**src/rtl/alu_share_arbiter.sv**
```systemverilog
// rtl/alu_share_arbiter.sv - two-port arbiter sharing one ALU, one operation in flight
// IDLE grants and latches operands, EXEC lets the ALU settle, RESP holds the captured result until taken.
module alu_share_arbiter #(
  parameter bit RR_EN = 1'b1,
  parameter int OPW   = 4
) (
  input  logic           clk,
  input  logic           rst,
  input  logic [1:0]     req_valid,
  output logic [1:0]     req_ready,
  input  logic [OPW-1:0] req_op0,
  input  logic [OPW-1:0] req_op1,
  input  logic [31:0]    req_a0,
  input  logic [31:0]    req_a1,
  input  logic [31:0]    req_b0,
  input  logic [31:0]    req_b1,
  output logic [1:0]     rsp_valid,
  input  logic [1:0]     rsp_ready,
  output logic [31:0]    rsp_result,
  output logic           rsp_zero,
  output logic           rsp_negative,
  output logic [OPW-1:0] alu_op,
  output logic [31:0]    alu_a,
  output logic [31:0]    alu_b,
  input  logic [31:0]    alu_result,
  input  logic           alu_zero,
  input  logic           alu_negative,
  output logic           busy
);

  localparam logic [OPW-1:0] ALU_ADD = '0;

  typedef enum logic [1:0] {
    S_IDLE = 2'd0,
    S_EXEC = 2'd1,
    S_RESP = 2'd2
  } state_t;

  state_t         r_state;
  state_t         w_next_state;
  logic           r_gnt;
  logic           r_last_grant;
  logic [OPW-1:0] r_alu_op;
  logic [31:0]    r_alu_a;
  logic [31:0]    r_alu_b;
  logic [31:0]    r_rsp_result;
  logic           r_rsp_zero;
  logic           r_rsp_negative;

  logic           w_grant;
  logic           w_accept;
  logic           w_rsp_done;

  // A tie goes to the port that did not win last time, unless fixed priority is selected.
  always_comb begin
    w_grant = 1'b0;
    if (req_valid == 2'b11) begin
      w_grant = RR_EN ? ~r_last_grant : 1'b0;
    end else begin
      w_grant = req_valid[1];
    end
  end

  // Reset dominates a simultaneous request, so no accept is ever signalled while rst is high.
  assign w_accept   = (r_state == S_IDLE) && (req_valid != 2'b00) && !rst;
  assign w_rsp_done = (r_state == S_RESP) && rsp_ready[r_gnt];

  always_ff @(posedge clk) begin
    if (rst) begin
      r_state <= S_IDLE;
    end else begin
      r_state <= w_next_state;
    end
  end

  always_comb begin
    w_next_state = r_state;
    case (r_state)
      S_IDLE:  if (w_accept) w_next_state = S_EXEC;
      S_EXEC:  w_next_state = S_RESP;
      S_RESP:  if (w_rsp_done) w_next_state = S_IDLE;
      default: w_next_state = S_IDLE;
    endcase
  end

  always_comb begin
    req_ready = 2'b00;
    rsp_valid = 2'b00;
    busy      = (r_state != S_IDLE);
    case (r_state)
      S_IDLE:  if (w_accept) req_ready[w_grant] = 1'b1;
      S_RESP:  rsp_valid[r_gnt] = 1'b1;
      default: ;
    endcase
  end

  // Operands are sampled only on accept and then held until the next accept.
  always_ff @(posedge clk) begin
    if (rst) begin
      r_gnt        <= 1'b0;
      r_last_grant <= 1'b1;
      r_alu_op     <= ALU_ADD;
      r_alu_a      <= 32'd0;
      r_alu_b      <= 32'd0;
    end else if (w_accept) begin
      r_gnt        <= w_grant;
      r_last_grant <= w_grant;
      r_alu_op     <= w_grant ? req_op1 : req_op0;
      r_alu_a      <= w_grant ? req_a1  : req_a0;
      r_alu_b      <= w_grant ? req_b1  : req_b0;
    end
  end

  always_ff @(posedge clk) begin
    if (rst) begin
      r_rsp_result   <= 32'd0;
      r_rsp_zero     <= 1'b0;
      r_rsp_negative <= 1'b0;
    end else if (r_state == S_EXEC) begin
      r_rsp_result   <= alu_result;
      r_rsp_zero     <= alu_zero;
      r_rsp_negative <= alu_negative;
    end
  end

  assign alu_op       = r_alu_op;
  assign alu_a        = r_alu_a;
  assign alu_b        = r_alu_b;
  assign rsp_result   = r_rsp_result;
  assign rsp_zero     = r_rsp_zero;
  assign rsp_negative = r_rsp_negative;

endmodule

```
**config.mk**
```make
export PLATFORM = sky130hd
export DESIGN_NAME = alu_share_arbiter
export DESIGN_NICKNAME = d
export VERILOG_FILES = /design/src/rtl/alu_share_arbiter.sv
export SDC_FILE = /design/constraint.sdc
export NUM_CORES = 1
export LEC_CHECK = 0
export BUFFER_PORTS_ARGS = -buffer_cell sky130_fd_sc_hd__buf_2
export CELL_PAD_IN_SITES_DETAIL_PLACEMENT = 1
export CELL_PAD_IN_SITES_GLOBAL_PLACEMENT = 1
export CORE_UTILIZATION = 32
export DETAILED_ROUTE_END_ITERATION = 7
export GPL_TIMING_DRIVEN = 0
export PLACE_DENSITY = 0.94
export SLEW_MARGIN = 20
export SYNTH_ARGS = -nofsm -noshare
export SYNTH_HDL_FRONTEND = slang
export SYNTH_SLANG_ARGS = --single-unit
```
**constraint.sdc**
```tcl
create_clock -name clk -period 2.43 [get_ports clk]
set_input_delay 0.3645 -clock clk [delete_from_list [all_inputs] [get_ports clk]]
set_output_delay 0.3645 -clock clk [all_outputs]
set_load 0.005 [all_outputs]
```
==> run metrics <==
growth of design area from synthesis to finish 41.3%; weighted congestion reported at the end of routability-driven placement 0.800; arrival time at the worst endpoint 1.80 ns; setup-violating endpoint count in the final report 0; via count of the first global-routing pass 5443; count of clock tree sinks 106; Net Count, Synth 735; static power due to leakage 3.10 nW; antenna fix cells 0; number of placed I/O pins 283; input/output buffers 281; 1st-pass router iterations 4; RSZ-0062 raised after global routing no; vertical die dimension 123 µm; cell area after technology mapping 0.00465 mm²; CTS tree built; MaxCap Viol Count 0; number of gates given a new drive strength after cts 0; normalized max-slew margin 46.3%; smallest hold slack 0.247 ns; detail-routed net length per standard cell 18.0 µm; cell type with the highest aggregate area in the netlist dfxtp_1; final clock period utilization by the worst path 89.0%; Total Die Area 0.0150 mm²; most frequent cell on the critical path buf_2; antenna violations before repair 0; Die X 123 µm; Place WS 0.374 ns; average instance area after synthesis 8.32 µm²; final worst path period need 2.16 ns; CP max stage delay 0.47 ns; Hold/Removal Path Class input pin to flop; DR vias/cell 5.12; net count reported at finish 1027; cell breakdown of the critical path nor2_2 > buf_2 > inv_1 > buf_2; VDD IR max 0.000433 V; count of unique library cells instantiated by Yosys 31; top fanout value on the critical path 10; Slowest-stage cell, CP nor2_2; total wire length 18700 µm; Slew Limit Fails 0; antenna violation net count after detailed routing 0; iteration-0 DRC count of the detailed router 191; crit path capture type output pin; number of H-tree branching levels 3; gate family responsible for the most delay along the worst path buffers and inverters; initial standard-cell utilization of the core 33.1%; CTS Buf Count 9; DR vias 5302; most frequent standard cell in the layout excluding fill and tap cells buf_2; Worst Setup Slack, final 0.267 ns; flip-flop and latch count after synthesis 106; element type at the critical path start flop; most frequent cells in the layout buf_2 (310), nand2_1 (205), dfxtp_1 (106); Required @ worst endpoint 2.07 ns; Placement Cell Area 0.00628 mm²; Post-Route Skew 0.00531 ns; Mapped Cells 559; Warnings, synthesis 0; portion of the post-synthesis area used by sequential elements 45.6%; maximum number of pins on one net before global-route repair 17; post-cts hold buffer count 0; path type of the worst setup path flop to output pin; post-CTS setup buffer count 0; share of final-layout standard cells stronger than drive strength 1 43.8%; share of Yosys cell area claimed by the top area cell type 45.6%; Remaining Overflow, GRT 0; overall global routing resource usage 24.9%; Detailed Place HPWL 14100 µm; post-route cell area 0.00657 mm²; upper clock frequency limit 462 MHz; transition time at the pin with the least slew margin 0.805 ns; hold violation total from the final report 0; first-pass GRT wire length 28400 µm; insertion delay to the later sink of the worst-skew pair 0.35 ns; CTS Root Buffer Type clkbuf_16; cells taking the most area after synthesis dfxtp_1 (46%), nand2_1 (17%), a21oi_1 (10%), a311oi_1 (9.0%), a311oi_2 (6.5%); Longest Clk Path Bufs 2; final routed DRC violation total 0; row count 43; power per cell area 681 mW/mm²; run status complete, no violations; Core Area 0.0140 mm²; final setup TNS 0 ns; number of buffers and inverters on the critical path 3; Clock Pin Slew Worst Setup and Hold Paths 0.07 ns; utilization after layout 46.8%
[kinds of logic after synthesis]
group | Yosys count | synth area share (%)
buffers and inverters | 59 | 7.26
muxes | 1 | 0.215
DFF | 106 | 45.6
and+or+nand+nor | 217 | 18.3
AOI/OAI and AO/OA | 176 | 28.6
[path summary, 6_finish.rpt]
| path | startpoint | depth (start not counted) | slack [ns] | to |
|---|---|---|---|---|
| setup / recovery | r_state[1] | 4 | 0.27 | busy |
| hold / removal | alu_result[17] | 3 | 0.25 | rsp_result[17] |
| setup reg to reg | r_state[1] | 5 | 0.62 | alu_b[5] |
| hold reg to reg | rsp_negative | 2 | 0.45 | rsp_negative |
[stage by stage]
step | power, mW | instances
after floorplan | 2.57 | 559
after detailed placement | 3.07 | 1020
after CTS | 4.52 | 1036
after global placement | 3.03 | 1020
after global routing | 4.70 | 1036
final | 4.48 | 1036
[tightest hold or removal path, stage by stage]
cell	delay, ns
buf_2	0.09
nand2_1	0.04
a21oi_1	0.05
[layout make-up]
class	count	area, µm²
fill	1815	7470
tap	180	225
buffer	57	330
clock inverter	4	23.8
inverter	2	7.51
timing repair buffer	281	1410
multi-input combinational	394	2190
sequential	106	2120
clock buffer	12	267
[metal layers]
layer,up-vias,part of all wire (%),GRT usage (%)
met4,0,2.6,9.76
met3,36,7.8,6.69
met1,2490,40,27.7
li1,2547,-,-
met5,-,0,0
met2,229,50,44.8
[registers in the layout, summed over array words and instances, names as in the netlist]
signal / cells
rsp_zero: 1
r_last_grant: 1
alu_b: 32
r_state: 2
alu_a: 32
rsp_result: 32
rsp_negative: 1
r_gnt: 1
alu_op: 4
[synth_stat cells]
| cell | number |
|---|---|
| nand3b_1 | 1 |
| nor4b_1 | 1 |
| buf_8 | 1 |
| buf_2 | 29 |
| buf_1 | 3 |
| buf_4 | 6 |
| clkbuf_1 | 13 |
| a21oi_1 | 93 |
| buf_12 | 1 |
| nor2_2 | 1 |
| a21bo_2 | 1 |
| buf_6 | 4 |
| o21ba_4 | 1 |
| a21oi_2 | 10 |
| inv_2 | 1 |
| and3b_1 | 1 |
| nand2_1 | 205 |
| or3b_2 | 1 |
| a311oi_2 | 20 |
| dfxtp_1 | 106 |
| a311oi_1 | 48 |
| nor2b_1 | 1 |
| nand2_4 | 1 |
| mux2i_1 | 1 |
| nor3b_1 | 1 |
| a32oi_1 | 1 |
| a211o_1 | 1 |
| inv_1 | 1 |
| a21boi_2 | 1 |
| nand2b_1 | 1 |
| nor2_1 | 3 |
[report_power, final]
group / internal, mW / switching, mW / leakage (nW)
Combinational: 0.451 / 0.592 / 2.08
Sequential: 1.89 / 0.0892 / 0.872
Clock: 0.779 / 0.674 / 0.149
Total: 3.12 / 1.35 / 3.10
Power figures use the tool's default switching activity.
